==> config.mk <==
export PLATFORM = sky130hd
export DESIGN_NAME = regfile_wb_arbiter
export DESIGN_NICKNAME = d
export VERILOG_FILES = /design/src/rtl/regfile_wb_arbiter.sv
export SDC_FILE = /design/constraint.sdc
export NUM_CORES = 1
export LEC_CHECK = 0
export CAP_MARGIN = 20
export CORE_ASPECT_RATIO = 1.75
export CORE_UTILIZATION = 40
export CTS_CLUSTER_DIAMETER = 100
export DETAILED_ROUTE_END_ITERATION = 6
export GPL_TIMING_DRIVEN = 0
export PLACE_DENSITY = 0.86
export REMOVE_ABC_BUFFERS = 1
export SLEW_MARGIN = 10
export SYNTH_ARGS = -nofsm -noshare
export SYNTH_HDL_FRONTEND = slang
export SYNTH_SLANG_ARGS = --single-unit
==> constraint.sdc <==
create_clock -name clk -period 4.2 [get_ports clk]
set_clock_uncertainty 0.15 [all_clocks]
set_input_delay 0.84 -clock clk [delete_from_list [all_inputs] [get_ports clk]]
set_output_delay 0.84 -clock clk [all_outputs]
set_load 0.01 [all_outputs]
==> src/rtl/regfile_wb_arbiter.sv <==
// ============================================================================
// Module   : regfile_wb_arbiter
// Purpose  : Round-robin arbiter for the single register-file write port,
//            shared by the ALU (A) and memory-load (B) writeback paths.
// Revision : 1.0 - initial release
// ============================================================================
`default_nettype none

module regfile_wb_arbiter #(
    parameter int DATA_W = 64,
    parameter int ADDR_W = 5,
    parameter int CNT_W  = 16
) (
    input  logic              clk,
    input  logic              rst_n,
    input  logic              freeze,
    input  logic              a_valid,
    input  logic [ADDR_W-1:0] a_addr,
    input  logic [DATA_W-1:0] a_data,
    output logic              a_ready,
    input  logic              b_valid,
    input  logic [ADDR_W-1:0] b_addr,
    input  logic [DATA_W-1:0] b_data,
    output logic              b_ready,
    output logic              wr_en,
    output logic              wr_sel,
    output logic [ADDR_W-1:0] wr_addr,
    output logic [DATA_W-1:0] wr_data,
    output logic [CNT_W-1:0]  conflict_cnt
);

    typedef enum logic [0:0] {
        PRI_A = 1'b0,
        PRI_B = 1'b1
    } pri_t;

    localparam logic [CNT_W-1:0] c_cnt_max = {CNT_W{1'b1}};

    pri_t r_ptr;
    logic w_contend;

    // Readies are gated by rst_n so nothing is accepted while reset is held.
    always_comb begin
        w_contend = a_valid & b_valid & ~freeze;
        a_ready   = rst_n & ~freeze & a_valid & (~b_valid | (r_ptr == PRI_A));
        b_ready   = rst_n & ~freeze & b_valid & (~a_valid | (r_ptr == PRI_B));
    end

    always_ff @(posedge clk or negedge rst_n) begin
        if (!rst_n) begin
            r_ptr        <= PRI_A;
            wr_en        <= 1'b0;
            wr_sel       <= 1'b0;
            wr_addr      <= '0;
            wr_data      <= '0;
            conflict_cnt <= '0;
        end else begin
            if (w_contend) begin
                r_ptr <= a_ready ? PRI_B : PRI_A;
                if (conflict_cnt != c_cnt_max) begin
                    conflict_cnt <= conflict_cnt + 1'b1;
                end
            end

            // Writes to register 0 are accepted but never reach the file.
            if (a_ready) begin
                wr_en   <= (a_addr != '0);
                wr_sel  <= 1'b0;
                wr_addr <= a_addr;
                wr_data <= a_data;
            end else if (b_ready) begin
                wr_en   <= (b_addr != '0);
                wr_sel  <= 1'b1;
                wr_addr <= b_addr;
                wr_data <= b_data;
            end else begin
                wr_en <= 1'b0;
            end
        end
    end

endmodule

`default_nettype wire

# Word level (Yosys, flattened, before mapping)
# Cells that the tools add are included.
[op_classes]
eq_ne = 1
reduce_logical = 4
addsub = 1
n_mux = 9
n_bitwise = 13
[op_table]
columns = ["operator", "count"]
rows = [
  ["64-bit two-way mux", 2],
  ["16-bit by 1-bit adder with 16-bit output (second input constant)", 1],
  ["16-bit != test (second input constant)", 1],
  ["5-bit two-way mux", 2],
  ["5-bit nonzero test", 2],
  ["1-bit bitwise AND", 7],
  ["1-bit two-way mux", 5],
  ["1-bit NOT", 4],
  ["1-bit OR", 2],
  ["2-bit AND reduction", 1],
  ["2-bit nonzero test", 1],
]
[totals]
out_inout_bits = 89
ff_bits = 88
in_bits = 143
word_cells = 34

# Longest topological paths before layout
# Gate-level depths: netlist (run 1).
[logic_depth]
word_depth = 6
ltp_mapped = 6

# Worst setup path after synthesis (run 1)
# OpenSTA, ideal clock, no wires.
[synth_timing]
kind = "input to output"
start = "input b_valid"
end = "output a_ready"
arrival_ns = 1.712
stages = 5
t_required_ns = 3.210
path_buffers = 2
setup_slack_ns = 1.498
path_cell_list = "nand2_1 > nand4b_1 > clkbuf_1 > clkbuf_1 > inv_1"
[synth_via]
elab_chain_cells = 3
[synth_rtl]
columns = ["element", "line", "text"]
rows = [
  ["start, declared", "21", "input logic b_valid,"],
  ["1-bit NOT", "45", "a_ready = rst_n & ~freeze & a_valid & (~b_valid | (r_ptr == PRI_A));"],
  ["1-bit OR", "45", ""],
  ["1-bit bitwise AND", "45", ""],
  ["end, declared", "20", "output logic a_ready,"],
]
# Every way passes these cells.

# Worst setup path in the final report (run 1)
[layout_timing]
start = "input rst_n"
end = "output b_ready"
[layout_via]
elab_chain_cells = 3
[layout_rtl]
columns = ["element", "line", "text"]
rows = [
  ["start, declared", "15", "input logic rst_n,"],
  ["1-bit bitwise AND (3 in series)", "46", "b_ready = rst_n & ~freeze & b_valid & (~a_valid | (r_ptr == PRI_B));"],
  ["end, declared", "24", "output logic b_ready,"],
]
# Every way passes these cells.

==> out/metrics.cfg, run 1 <==
[final_layout]
nets = 772
final_util_pct = 70.7
antenna_cells_inserted = 0
finalInstanceArea_um2 = 7010
multiInputGateArea_um2 = 1770
area_delta_synth_final_pct = 72.0
regArea_um2 = 2200
drive_gt1_share_pct = 6.49
fill_cells = 714

[sta]
finalSetupViolCount = 0
holdWs_ps = 291
fmax_ghz = 0.250
hold_viol = 0
worst_pin_slew_ps = 703
min_period_ps = 4000
fin_crit_sh_pct = 95.3
relSlewSlack_pct = 52.8
maxSlewViolCount = 0
rsz0062_at_grt = no

[setup_path]
crit_arrival_ps = 3010
rrSetupSlack_ps = 1710
cp_slowest_stage_delay_ps = 570
worstPathRequired_ps = 3210
crit_fanout = 33
reg2reg_from = r_ptr
r2r-end = wr_data[33]
slowest_stage = clkdlybuf4s50_1
crit_chain = buf_4 > buf_16 > nand2_1 > nor3_2 > buf_4 > buf_4 > clkdlybuf4s50_1
path_common_cell = buf_4
path_buf_inv = 5
crit_family = buffers and inverters
crit_type = in2out
critPathLaunchType = primary input
r2r_cells = 9
endpoint_kind = output pin

[route]
drtIter0Drc = 129
routed_wl_um = 13300
final_antenna_net_count = 0
drt-pass1-iter-count = 4
via_count = 3892
vias_per_cell = 5.14
wl_per_cell_um = 17.6
drc = 0

[synthesis]
synth_top_area_cell = dfrtp_1
syn_area_um2 = 4070
synth_flop_cell = dfrtp_1
synth.area.top_cells = dfrtp_1, mux2i_1, a21oi_1
synth.most_common_cell = dfrtp_1
synth_commonest_cells = dfrtp_1, nor2_1, a21oi_1
synth_cells = 390
synth_top_cell_area_share_pct = 54.1
yosysUniqueCellTypes = 35
yosysWarnings = 0
synth.avg_cell_area_um2 = 10.4
ys_seq_area_share_pct = 54.1
synth-edff-count = 0
ys_seq_elements = 88
synth-async-reset-ratio_pct = 100

[clock_tree]
clkTransAtPathRegs_ps = 60
clock_sinks = 88
hold_buffers = 0
clock_latency_ps = 330
cts_max_level = 3
cts_tree = yes
cts_buffers = 9
root_buffer = clkbuf_16
cts_buffer_depth = 2

[die]
coreArea_um2 = 9910
die_x_um = 78.3
num_io_pins = 232
dieArea_um2 = 10600
rows = 48
fp.dieH_um = 136
start_util_pct = 41.1

[placed_design]
dp_hpwl_um = 10300
placed_area_um2 = 6670
numPortBuffers = 231
gp_congestion = 0.797

[grt]
antenna_found_initial = 0
grt_pass1_vias = 4037
overflow = 0
grt_pass1_wl_um = 19700
grt_max_degree = 66
grt_use_total_pct = 24.6

[worst_hold_path]
holdCritPathClass = in2async

[pwr]
irDropWorstVdd_uv = 277
p_per_area_nw_per_um2 = 414
power_mw = 2.90
p_leak_nw = 2.81

[outcome]
status = finished, final reports clean

[flow_run]
max_cap_violations = 0

## routing by layer
layer	part of all wire [%]	vias to the layer above	GRT usage (%)
li1	-	1847	-
met5	0	-	0
met3	5.7	50	6.26
met2	55	159	45.9
met1	34	1836	23.5
met4	4.9	0	15.6
## worst max-delay path by stage
| stage | start | endpoint | slack [ps] | cells past startpoint |
|---|---|---|---|---|
| after detailed placement | rst_n | a_ready | -7 | 6 |
| after global placement | rst_n | b_ready | -12050 | 4 |
| after global routing | rst_n | b_ready | 60 | 7 |
| final | rst_n | b_ready | 200 | 7 |
| after floorplan | freeze | wr_addr[0] | -4800 | 3 |
| after CTS | rst_n | a_ready | 6 | 6 |
## repair_timing
item                                    in CTS  in global routing
buffers inserted                             0                  1
endpoints found under the setup margin       0                  2
gates resized for setup                      0                  0
## area by class of cell
cell class              instances  area share, %
repair buffers                251           36.6
flip-flops and latches         88           31.4
multi-input cells             276           25.2
clock buffers                  13           3.86
well taps                     125           2.23
clock inverters                 2          0.536
inverters                       2          0.107
## power breakdown
group	leakage, nW	internal, mW	switching (mW)
registers	1.02	1.03	0.118
clock network	0.148	0.506	0.309
logic	1.64	0.573	0.365
## flip-flops by register name, indices dropped and copies added, names as in the netlist
| register | cells |
|---|---|
| r_ptr | 1 |
| wr_en | 1 |
| wr_addr | 5 |
| wr_data | 64 |
| conflict_cnt | 16 |
| wr_sel | 1 |
## through the flow
| stage | setup slack [ps] | cells | TNS [ps] |
|---|---|---|---|
| 2_1_floorplan | -4800 | 366 | -345630 |
| 3_5_place_dp | -6.69 | 740 | -6.69 |
| 6_report | 195 | 757 | 0 |
| 4_1_cts | 6.47 | 755 | 0 |
| 3_3_place_gp | -12050 | 722 | -869750 |
| 5_1_grt | 60.8 | 757 | 0 |
## cell families after synthesis
family                     share of synthesized area, %
buffers and inverters                              2.64
AOI/OAI and AO/OA                                  10.2
DFF                                                54.1
and+or+nand+nor                                    12.9
adders and majority gates                         0.307
xor gates and xnor gates                           2.36
muxes                                              17.6
## cells in the final DEF, fill, tap and decap left out, types with 4 or more instances in the layout
cell             netlist  layout
nand2_1                8       8
buf_8                  0       5
buf_4                  0       6
nand4_1                8       8
clkbuf_16              0      10
clkdlybuf4s50_1        0     230
a21oi_1               71      71
mux2i_1               69      69
xnor2_1                7       7
buf_6                  0       8
xor2_1                 4       4
nor2_1                75      75
dfrtp_1               88      88
No activity file was read; power rests on OpenSTA's default activity.
==> run 2: changes to the inputs <==
CORE_UTILIZATION = 42   (was 40)
HOLD_SLACK_MARGIN = 0.02   (was default)
PLACE_DENSITY = 0.89   (was 0.86)
==> out/metrics.cfg, run 2 (synthesis results as in run 1) <==
[final_layout]
multiInputGateArea_um2 = 1780  ; +0.35%
largest_registers = wr_data: 64 flops, conflict_cnt: 16 flops, wr_addr: 5 flops
area_delta_synth_final_pct = 71.0
regArea_um2 = 2200  ; unchanged
fill_cells = 659  ; -7.7%
nets = 769  ; -0.39%
layout_common_cells = clkdlybuf4s50_1, dfrtp_1, nor2_1, a21oi_1, mux2i_1
largest_register_ffs = 64  ; unchanged
final_common_cell = clkdlybuf4s50_1
regMostFlops = wr_data
antenna_cells_inserted = 0  ; unchanged
final_util_pct = 73.6  ; +2.9 points
finalNonFillerCells = 752  ; -0.66%
finalInstanceArea_um2 = 6970  ; -0.59%
drive_gt1_share_pct = 6.35  ; -0.14 points

[pwr]
intPower_mw = 2.09  ; -0.88%
power_frac_clock_pct = 28.2  ; about the same
comb_power_share_pct = 32.3  ; about the same
pwr-share-seq_pct = 39.4  ; about the same
p_switching_mw = 0.807  ; +1.9%
irDropWorstVdd_uv = 286  ; +3.2%
p_leak_nw = 2.79  ; -0.80%
swShare_pct = 27.9  ; +0.55 points
p_per_area_nw_per_um2 = 416  ; +0.48%

[clock_tree]
clock_latency_ps = 330  ; about the same
clock_sinks = 88  ; unchanged
cts_max_level = 3  ; unchanged
cts_tree = yes
root_buffer = clkbuf_16
clkTransAtPathRegs_ps = 60  ; about the same
cts_buffer_depth = 2  ; unchanged
cts_buffers = 9  ; unchanged

[sta]
min_period_ps = 3890  ; -117 ps
fin_crit_sh_pct = 92.6  ; -2.8 points
hold_viol = 0  ; unchanged
fmax_ghz = 0.257  ; +3.0%
rsz0062_at_grt = no
maxSlewViolCount = 0  ; unchanged
relSlewSlack_pct = 51.2  ; -1.6 points
holdWs_ps = 267  ; -24.1 ps
finalSetupViolCount = 0  ; unchanged
worst_pin_slew_ps = 727  ; +24.1 ps

[route]
wl_met3_um = 700  ; -7.5%
met1Wirelength_um = 4850  ; +7.2%
drc = 0  ; unchanged
routed_wl_um = 13200  ; -0.80%
final_antenna_net_count = 0  ; unchanged
via_count = 3920  ; +0.72%
drt-pass1-iter-count = 4  ; unchanged
wl_per_cell_um = 17.6  ; -0.14%
wl_met2_um = 7140  ; -3.4%
drtIter0Drc = 140  ; +8.5%
top_layer = met4
vias_per_cell = 5.21  ; +1.4%

[outcome]
status = finished, final reports clean

[die]
coreArea_um2 = 9470  ; -4.5%
die_x_um = 76.5  ; -2.4%
rows = 47  ; -2.1%
num_io_pins = 232  ; unchanged
dieArea_um2 = 10100  ; -4.7%
fp.dieH_um = 132  ; -2.4%
start_util_pct = 43.0  ; +1.9 points

[setup_path]
worstPathRequired_ps = 3210  ; about the same
crit_family = buffers and inverters
endpoint_kind = output pin
crit_fanout = 49  ; +48%
cp_slowest_stage_delay_ps = 560  ; about the same
crit_arrival_ps = 2900  ; -110 ps
crit_type = in2out
slowest_stage = clkdlybuf4s50_1
crit_chain = buf_6 > buf_16 > nand2_1 > nor3_4 > buf_4 > clkdlybuf4s50_1
path_buf_inv = 4  ; -1
critPathLaunchType = primary input

[grt]
grt_use_total_pct = 26.0  ; +1.3 points
grt_pass1_vias = 4036  ; -0.025%
antenna_found_initial = 0  ; unchanged
grt_pass1_wl_um = 20200  ; +2.6%
overflow = 0  ; unchanged
grt_max_degree = 50  ; -24%

[placed_design]
dp_hpwl_um = 10400  ; +0.97%
numPortBuffers = 231  ; unchanged
dp_cells = 735  ; -0.68%
placed_area_um2 = 6640  ; -0.39%
gp_congestion = 0.837  ; +5.0%

[flow_run]
max_cap_violations = 0  ; unchanged

[worst_hold_path]
holdCritPathClass = in2async

[run 2: cell count changes in the layout (fill, tap and decap cells not counted)]
cell	change
clkbuf_16	-1
buf_6	-1
clkbuf_8	-1
nor3_4	+1
nor3_2	-1
buf_4	-1
clkinv_2	+2
clkinvlp_4	+1
clkbuf_1	-1
[run 2: final cells by class]
cell class / count / area share, %
Multi-Input combinational cell: 276 / 25.5
Clock buffer: 11 / 3.63
Sequential cell: 88 / 31.6
Inverter: 2 / 0.108
Timing Repair Buffer: 248 / 36.2
Tap cell: 122 / 2.19
Clock inverter: 5 / 0.790
[run 2: path summary, 6_finish.rpt]
kind                       startpoint          endpoint  slack (ps)  cells after the start
setup / recovery                rst_n           b_ready         310                      6
min in group clk               wr_sel            wr_sel         340                      1
hold / removal                  rst_n       wr_data[10]         270                      1
hold reg to reg                wr_sel            wr_sel         340                      1
max in group asynchronous       rst_n  conflict_cnt[15]        3060                      2
setup reg to reg                r_ptr       wr_data[42]        1830                      8
[run 2: what timing repair did]
item,4_1_cts,5_1_grt
buffers inserted,0,1
gates resized for setup,2,0
gates cloned,0,0
endpoints found under the setup margin,2,1
hold buffers,0,0
pin swaps,1,1
[run 2: power by group through the flow]
stage          logic, mW  registers (mW)  clock network (mW)
2_1_floorplan      0.265            1.23                   0
3_3_place_gp       0.919            1.14                   0
3_5_place_dp       0.936            1.15                   0
4_1_cts            0.943            1.14               0.829
5_1_grt            0.997            1.16               0.862
6_report           0.936            1.14               0.817
[run 2: stage by stage]
step	TNS (ps)	power, mW	setup slack (ps)
after floorplan	-345630	1.50	-4800
after global placement	-842810	2.06	-11710
after detailed placement	-56.1	2.09	-37.7
after CTS	0	2.91	133
after global routing	0	3.02	136
final	0	2.89	313
[run 2: metal layers]
layer / GRT usage [%] / vias to the layer above
li1: - / 1842
met1: 26.4 / 1886
met2: 48.7 / 156
met3: 5.33 / 36
met4: 13.9 / 0
met5: 0 / -
[run 2: worst reg2reg max path: stages, from the launching register on]
cell	delay, ps
dfrtp_1	390
nor2b_1	90
nor3_4	420
buf_6	230
buf_4	230
buf_6	190
buf_4	230
mux2i_1	220
a21oi_1	90
